===== config.mk =====
export PLATFORM = sky130hd
export DESIGN_NAME = cpu_sequencer
export DESIGN_NICKNAME = d
export VERILOG_FILES = /design/src/rtl/cpu_pkg.sv /design/src/rtl/cpu_decode.sv /design/src/rtl/cpu_sequencer.sv
export SDC_FILE = /design/constraint.sdc
export NUM_CORES = 1
export LEC_CHECK = 0
export BUFFER_PORTS_ARGS = -buffer_cell sky130_fd_sc_hd__clkbuf_2
export CORE_ASPECT_RATIO = 0.75
export CORE_MARGIN = 2
export CORE_UTILIZATION = 25
export DETAILED_ROUTE_END_ITERATION = 8
export PLACE_DENSITY = 0.52
export SETUP_SLACK_MARGIN = 0.02
export SLEW_MARGIN = 15
export SYNTH_ARGS = -nofsm -noshare
export SYNTH_HDL_FRONTEND = slang
export SYNTH_HIERARCHICAL = 1
export SYNTH_SLANG_ARGS = --single-unit

===== constraint.sdc =====
create_clock -name clk -period 5.95 [get_ports clk]
set_clock_uncertainty 0.05 [all_clocks]
set_input_delay 1.4875 -clock clk [delete_from_list [all_inputs] [get_ports clk]]
set_output_delay 1.4875 -clock clk [all_outputs]
set_load 0.01 [all_outputs]

===== src/rtl/cpu_pkg.sv =====
// rtl/cpu_pkg.sv - shared opcode, state and datapath-control encodings for the 16-bit CPU
package cpu_pkg;

    localparam logic [3:0] OP_LDI  = 4'h0;
    localparam logic [3:0] OP_ADD  = 4'h1;
    localparam logic [3:0] OP_SUB  = 4'h2;
    localparam logic [3:0] OP_LD   = 4'h3;
    localparam logic [3:0] OP_ST   = 4'h4;
    localparam logic [3:0] OP_CMP  = 4'h6;
    localparam logic [3:0] OP_JMP  = 4'h7;
    localparam logic [3:0] OP_JZ   = 4'h8;
    localparam logic [3:0] OP_JN   = 4'h9;
    localparam logic [3:0] OP_HALT = 4'hF;

    typedef enum logic [2:0] {
        ST_IDLE   = 3'd0,
        ST_FETCH  = 3'd1,
        ST_DECODE = 3'd2,
        ST_EXEC   = 3'd3,
        ST_MEM    = 3'd4,
        ST_HALT   = 3'd5
    } state_t;

    localparam logic [1:0] ALU_ADD  = 2'd0;
    localparam logic [1:0] ALU_SUB  = 2'd1;
    localparam logic [1:0] ALU_PASS = 2'd2;

    localparam logic [1:0] WSEL_IMM = 2'd0;
    localparam logic [1:0] WSEL_ALU = 2'd1;
    localparam logic [1:0] WSEL_MEM = 2'd2;

endpackage


===== src/rtl/cpu_decode.sv =====
// rtl/cpu_decode.sv - opcode classifier feeding the sequencer control decisions
module cpu_decode
    import cpu_pkg::*;
(
    input  logic [3:0] opcode,
    output logic       is_alu,
    output logic       is_mem,
    output logic       is_jump,
    output logic       is_halt,
    output logic       is_illegal,
    output logic       writes_rf
);

    always_comb begin
        is_alu     = 1'b0;
        is_mem     = 1'b0;
        is_jump    = 1'b0;
        is_halt    = 1'b0;
        is_illegal = 1'b0;
        writes_rf  = 1'b0;
        case (opcode)
            OP_LDI:                 writes_rf = 1'b1;
            OP_ADD, OP_SUB: begin
                is_alu    = 1'b1;
                writes_rf = 1'b1;
            end
            OP_CMP:                 is_alu = 1'b1;
            OP_LD: begin
                is_mem    = 1'b1;
                writes_rf = 1'b1;
            end
            OP_ST:                  is_mem = 1'b1;
            OP_JMP, OP_JZ, OP_JN:   is_jump = 1'b1;
            OP_HALT:                is_halt = 1'b1;
            default:                is_illegal = 1'b1;
        endcase
    end

endmodule


===== src/rtl/cpu_sequencer.sv =====
// rtl/cpu_sequencer.sv - multi-cycle fetch/decode/execute control unit owning the PC and IR
module cpu_sequencer
    import cpu_pkg::*;
#(
    parameter logic [7:0] RESET_PC = 8'h00
) (
    input  logic        clk,
    input  logic        reset,
    input  logic        run,
    input  logic        step,
    output logic        mem_req,
    output logic        mem_we,
    output logic [7:0]  mem_addr,
    input  logic        mem_ack,
    input  logic [15:0] mem_rdata,
    output logic [15:0] ir,
    output logic [7:0]  pc,
    input  logic        flag_n,
    input  logic        flag_z,
    output logic [3:0]  rf_ra1,
    output logic [3:0]  rf_ra2,
    output logic [3:0]  rf_wa,
    output logic        rf_we,
    output logic [1:0]  rf_wsel,
    output logic [1:0]  alu_op,
    output logic        flags_we,
    output logic        halted,
    output logic        illegal,
    output logic [2:0]  state
);

    state_t      state_q, state_d;
    logic [15:0] ir_q;
    logic [7:0]  pc_q;
    logic        illegal_q;
    logic        is_alu, is_mem, is_jump, is_halt, is_illegal, writes_rf;
    logic        take_jump;
    state_t      boundary_next;

    cpu_decode u_decode (
        .opcode     (ir_q[15:12]),
        .is_alu     (is_alu),
        .is_mem     (is_mem),
        .is_jump    (is_jump),
        .is_halt    (is_halt),
        .is_illegal (is_illegal),
        .writes_rf  (writes_rf)
    );

    // Conditional jumps use the flags as they stand during EXEC of the jump itself.
    assign take_jump = is_jump && ((ir_q[15:12] == OP_JMP)
                                || (ir_q[15:12] == OP_JZ && flag_z)
                                || (ir_q[15:12] == OP_JN && flag_n));

    assign boundary_next = run ? ST_FETCH : ST_IDLE;

    always_ff @(posedge clk) begin
        if (reset) begin
            state_q   <= ST_IDLE;
            ir_q      <= 16'h0000;
            pc_q      <= RESET_PC;
            illegal_q <= 1'b0;
        end else begin
            state_q <= state_d;
            if (state_q == ST_FETCH && mem_ack) begin
                ir_q <= mem_rdata;
            end
            if (state_q == ST_DECODE) begin
                pc_q <= pc_q + 8'd1;
                if (is_illegal) begin
                    illegal_q <= 1'b1;
                end
            end
            if (state_q == ST_EXEC && take_jump) begin
                pc_q <= ir_q[7:0];
            end
        end
    end

    always_comb begin
        state_d  = state_q;
        mem_req  = 1'b0;
        mem_we   = 1'b0;
        mem_addr = pc_q;
        rf_we    = 1'b0;
        rf_wsel  = WSEL_IMM;
        alu_op   = ALU_ADD;
        flags_we = 1'b0;
        case (state_q)
            ST_IDLE: begin
                if (run || step) begin
                    state_d = ST_FETCH;
                end
            end
            ST_FETCH: begin
                mem_req = 1'b1;
                if (mem_ack) begin
                    state_d = ST_DECODE;
                end
            end
            ST_DECODE: begin
                state_d = (is_illegal || is_halt) ? ST_HALT : ST_EXEC;
            end
            ST_EXEC: begin
                rf_we = writes_rf && !is_mem;
                if (is_alu) begin
                    rf_wsel  = WSEL_ALU;
                    flags_we = 1'b1;
                    alu_op   = (ir_q[15:12] == OP_ADD) ? ALU_ADD : ALU_SUB;
                end
                state_d = is_mem ? ST_MEM : boundary_next;
            end
            ST_MEM: begin
                mem_req  = 1'b1;
                mem_addr = ir_q[7:0];
                mem_we   = (ir_q[15:12] == OP_ST);
                if (mem_ack) begin
                    if (ir_q[15:12] == OP_LD) begin
                        rf_we   = 1'b1;
                        rf_wsel = WSEL_MEM;
                    end
                    state_d = boundary_next;
                end
            end
            ST_HALT: state_d = ST_HALT;
            default: state_d = ST_IDLE;
        endcase
    end

    assign ir      = ir_q;
    assign pc      = pc_q;
    assign rf_ra1  = ir_q[11:8];
    assign rf_ra2  = ir_q[7:4];
    assign rf_wa   = ir_q[11:8];
    assign halted  = (state_q == ST_HALT);
    assign illegal = illegal_q;
    assign state   = state_q;

endmodule

== Word-level counts from Yosys, hierarchy flattened ==
Index checks and enable logic that the tools add are counted.
Cells by class
  add/subtract/negate cells: 1
  eq/ne operators: 17
  mux-type cells: 30
  bitwise gates (word level): 1
  reductions and logical operators: 22
Operators with widths (count)
  two-way mux 8 bit: 3
  case mux 3 bit (6 select lines): 1
  two-way mux 1 bit: 17
  two-way mux 3 bit: 5
  == test 4 x 3 -> 1 bit (second input constant): 3
  == test 4 bit (second input constant): 3
  OR reduction 10 bit: 1
  adder 8 x 1 -> 8 bit (second input constant): 1
  == test 4 x 2 -> 1 bit (second input constant): 2
  == test 3 x 2 -> 1 bit (second input constant): 2
  == test 3 bit (second input constant): 2
  logical AND 1 bit: 6
  != test 2 bit (second input constant): 3
  OR reduction 3 bit: 2
  == test 4 x 1 -> 1 bit (second input constant): 1
  zero test 4 bit: 1
  logical OR 1 bit: 4
  two-way mux 2 bit: 2
  case mux 2 bit (2 select lines): 1
  OR reduction 2 bit: 2
  OR reduction 4 bit: 1
  == test 3 x 1 -> 1 bit (second input constant): 1
  zero test 3 bit: 1
  AND reduction 3 bit: 1
  other kinds (5): 5
Word-level totals
  register bits after elaboration: 28
  input port bits: 23
  logic and storage cells: 75

== Depth between registers and ports, before layout ==
  depth in word-level cells: 7
  depth in mapped cells: 7
  depth with buffers taken out: 6

== Modules after synthesis ==
Netlist, hierarchy kept.
By module, submodules not included
  cpu_sequencer: instances 1, cells an instance 219, area an instance 1679.1 um^2
  cpu_decode: instances 1, cells an instance 15, area an instance 92.6 um^2

== Worst setup path after synthesis ==
OpenSTA, ideal clock, no wires.
  path kind: in2out
  start point: input port mem_ack
  end point: output port rf_we
  arrival: 1.925 ns
  data required time: 4.413 ns
  path slack: 2.488 ns
  cell stages on the path: 2
  cell sequence: and4_1 -> a31o_2
On the way
  longest elaborated chain between the ends: 2
Ends and longest elaborated chain
  start, declared: line cpu_sequencer.sv:14  | input logic mem_ack,
  two-way mux 1 bit: line cpu_sequencer.sv:117  | if (mem_ack) begin
  case mux 1 bit (2 select lines): line cpu_sequencer.sv:89  | case (state_q)
  end, declared: line cpu_sequencer.sv:23  | output logic rf_we,
Every way passes these cells.

== Worst setup path in the final report ==
  start point: register state_q[0], in the netlist state[0]
  end point: output port alu_op[0]
On the way
  longest elaborated chain between the ends: 2
Ends and longest elaborated chain
  start, declared: line cpu_sequencer.sv:32  | state_t state_q, state_d;
  start signal, assigned: line cpu_sequencer.sv:64  | state_q <= state_d;
  == test 3 x 2 -> 1 bit: line cpu_sequencer.sv:89
  two-way mux 1 bit: line cpu_sequencer.sv:89
  end, declared: line cpu_sequencer.sv:25  | output logic [1:0] alu_op,
Every way passes these cells.

==> results_tabular.tex <==
\begin{tabular}{lr}
\hline
Metric & Value \\
\hline
\multicolumn{2}{l}{\textbf{STA}} \\
\quad Final number of max-transition violations & 0 \\
\quad Setup repair after global routing missed its margin & false \\
\quad Setup TNS & 0 ps \\
\quad Worst slew margin & 0.390 \\
\quad Setup violation total in the final timing report & 0 \\
\quad Transition time of the tightest slew-check pin & between 900 and 1000 ps \\
\quad Crit path setup slack, layout & about 2200 ps \\
\quad Max Clock Freq & between 200 and 300 MHz \\
\quad Post-route fraction of the period consumed by the critical path & 0.632 \\
\quad Hold Violations, Final & 0 \\
\quad Min Clock Period, post-route & $\sim$3800 ps \\
\multicolumn{2}{l}{\textbf{Worst setup path}} \\
\quad Data required time of the worst path & 4410 ps \\
\quad CP Capture Type & primary output \\
\quad Worst Reg2Reg Path Length in Cells & 6 \\
\quad Category of the worst setup path launch point & register \\
\quad Arrival time reported for the critical path endpoint & between 2000 and 2500 ps \\
\quad Category of the critical setup timing path & reg2out \\
\quad Maximum fanout count along the critical path & 28 \\
\multicolumn{2}{l}{\textbf{Detailed routing}} \\
\quad Number of remaining DRC errors & 0 \\
\quad Total via count after detailed routing & around 1800 \\
\quad Detailed Route WL & 5340 um \\
\quad Wirelength per Cell & around 14 um \\
\quad Total iterations of the first detailed-routing run & 4 \\
\quad Detail-routed via count per cell & approximately 5 \\
\quad DRT antenna net count & 0 \\
\quad Starting DRC count in detailed routing & 81 \\
\multicolumn{2}{l}{\textbf{CTS}} \\
\quad CTS clock-pin slew for the worst setup and hold paths & about 100 ps \\
\quad Setup repair bufs after CTS & 0 \\
\quad Number of buffers inserted for hold repair after clock tree synthesis & 0 \\
\quad Num CTS Buffers & 3 \\
\quad Number of H-tree levels & 1 \\
\quad Later-pin clock latency in the skew report & approximately 280 ps \\
\quad Post-CTS sizing & 0 \\
\quad CTS tree & yes \\
\quad Master cell of the clock root buffer & sky130\_fd\_sc\_hd\_\_clkbuf\_8 \\
\quad CTS Buffer Depth & 2 \\
\quad TritonCTS sink count & 28 \\
\multicolumn{2}{l}{\textbf{Synth}} \\
\quad Top post-synthesis cells by count & sky130\_fd\_sc\_hd\_\_nand2\_1, sky130\_fd\_sc\_hd\_\_a21oi\_1, sky130\_fd\_sc\_hd\_\_dfxtp\_1 \\
\quad Register area share after synthesis & 0.316 \\
\quad Syn Area/Cell & $\sim$7.6 sq um \\
\quad Yosys top cell by area & sky130\_fd\_sc\_hd\_\_dfxtp\_1 \\
\quad Distinct cell type count after synthesis & 44 \\
\quad Most common cell in the synthesized netlist & sky130\_fd\_sc\_hd\_\_nand2\_1 \\
\quad Synthesized Nets & $\sim$260 \\
\quad Post-Syn Area & $\sim$1800 sq um \\
\quad Main flop type after synthesis & sky130\_fd\_sc\_hd\_\_dfxtp\_1 \\
\quad FF+latch count, synth & 28 \\
\quad Number of synthesized flops with an enable pin & 0 \\
\quad Gate Count Post-Synth & approximately 230 \\
\quad Share of flip-flops with an asynchronous set or reset & 0 \\
\quad Yosys warnings & 6 \\
\quad Biggest area contributors in the synthesized netlist & sky130\_fd\_sc\_hd\_\_dfxtp\_1, sky130\_fd\_sc\_hd\_\_a21oi\_1, sky130\_fd\_sc\_hd\_\_nand2\_1, sky130\_fd\_sc\_hd\_\_mux2\_2, sky130\_fd\_sc\_hd\_\_buf\_4 \\
\quad Fraction of synthesized cell area taken by the top area cell type & 0.316 \\
\multicolumn{2}{l}{\textbf{Layout}} \\
\quad Final Cell Area & between 2000 and 2500 sq um \\
\quad Number of nets in the finished design & between 300 and 400 \\
\quad Antenna fix cells & 0 \\
\quad Layout cells sized above 1 & 0.344 \\
\quad Synthesis-to-finish area growth & 21.0\% \\
\quad Final standard cell utilization of the core & 0.314 \\
\multicolumn{2}{l}{\textbf{Global routing}} \\
\quad Via count of the first global-routing pass & 1583 \\
\quad Overflow after GRT & 0 \\
\quad All-Layer GR Usage & 0.133 \\
\quad Global-route wire length before repair & around 8400 um \\
\quad Pin count of the biggest net entering global routing & 29 \\
\quad Initial antenna violation count & 0 \\
\multicolumn{2}{l}{\textbf{Power}} \\
\quad Maximum vdd drop & 0.0854 mV \\
\quad Static leakage & about 0.9 nW \\
\quad Power density over the cells & around 200 nW/um\^{}2 \\
\quad Total power of the final layout & 0.000437 W \\
\multicolumn{2}{l}{\textbf{Worst hold path}} \\
\quad Worst hold path type & reg2reg \\
\quad Cell depth of the worst min-delay path & 2 \\
\multicolumn{2}{l}{\textbf{Floorplanning}} \\
\quad Initial core utilization & 0.259 \\
\quad Die Footprint & 7780 sq um \\
\quad Vert. Die Dim & 76.9 um \\
\quad Number of top-level pins & 80 \\
\quad Core ar. & a little under 7000 sq um \\
\quad Die boundary width & 101 um \\
\quad Placement row count & 26 \\
\multicolumn{2}{l}{\textbf{Placed design}} \\
\quad RePlAce Congestion & 0.820 \\
\quad Post-placement worst setup slack & approximately 2300 ps \\
\quad Post-DP HPWL & roughly 3700 um \\
\quad Placement-stage cell area & approximately 2100 sq um \\
\quad Count of input and output buffers & 78 \\
\multicolumn{2}{l}{\textbf{Run}} \\
\quad Number of max-cap violations & 0 \\
\multicolumn{2}{l}{\textbf{Status}} \\
\quad Status & finished, final reports clean \\
\hline
\end{tabular}
## state kept, by name, summed over array words and instances, names as in the netlist
name and cells:
pc 8, ir 16, illegal 1, state 3
## report_power, final
group,internal (W),leakage (nW),switching [W]
clock network,0.0000592,0.0288,0.0000599
logic,0.0000408,0.632,0.0000512
registers,0.000198,0.228,0.0000276
## stage by stage
step / instances / hold WS, ps
after floorplan: 234 / 451
after global placement: 365 / 422
after detailed placement: 365 / 432
after CTS: 369 / 448
after global routing: 369 / 465
final: 369 / 445
## area by class of cell
type                            count  area (sq um)
Inverter                            3          11.3
Clock buffer                        4          55.1
Multi-Input combinational cell    171          1010
Fill cell                         756          4690
Tap cell                           84           105
Timing Repair Buffer               79           398
Sequential cell                    28           561
## critical path, cell delays in order (launching register included)
cell and delay, ps:
sky130_fd_sc_hd__dfxtp_1 930, sky130_fd_sc_hd__and3b_1 550, sky130_fd_sc_hd__and2_1 210, sky130_fd_sc_hd__o31a_1 130, sky130_fd_sc_hd__clkbuf_2 120
## routing by layer
metal,GRT usage,routed length [um],part of all wire
met5,0,0,0
met1,0.195,2720,0.51
met3,0.0356,307,0.057
met4,0.0243,54,0.010
met2,0.196,2270,0.42
## cell usage in the layout, fill, tap and decap left out, drive strengths merged, types with 5 or more instances in the layout
| master | synthesis | layout |
|---|---|---|
| dfxtp | 28 | 28 |
| a31oi | 11 | 11 |
| a21oi | 30 | 30 |
| mux2 | 11 | 11 |
| nand3 | 15 | 15 |
| nand2 | 40 | 40 |
| nor2 | 10 | 10 |
| o21ai | 5 | 5 |
| clkbuf | 15 | 82 |
## cells by family after synthesis
family | after synthesis | synth area share
simple gates | 98 | 0.285
compound gates | 59 | 0.203
buf+inv | 35 | 0.111
flops | 28 | 0.316
mux | 11 | 0.0699
fa+ha+maj | 1 | 0.00706
other cells | 1 | 0.00212
xor+xnor | 1 | 0.00494
## final timing paths
kind | slack (ps) | start | to
worst max register to register | 3420 | ir[15] | pc[5]
worst min-delay path | 450 | ir[8] | ir[8]
worst max-delay path | 2190 | state[0] | alu_op[0]
worst min register to register | 450 | ir[8] | ir[8]
Note: power is estimated with default switching activity, not from simulation.
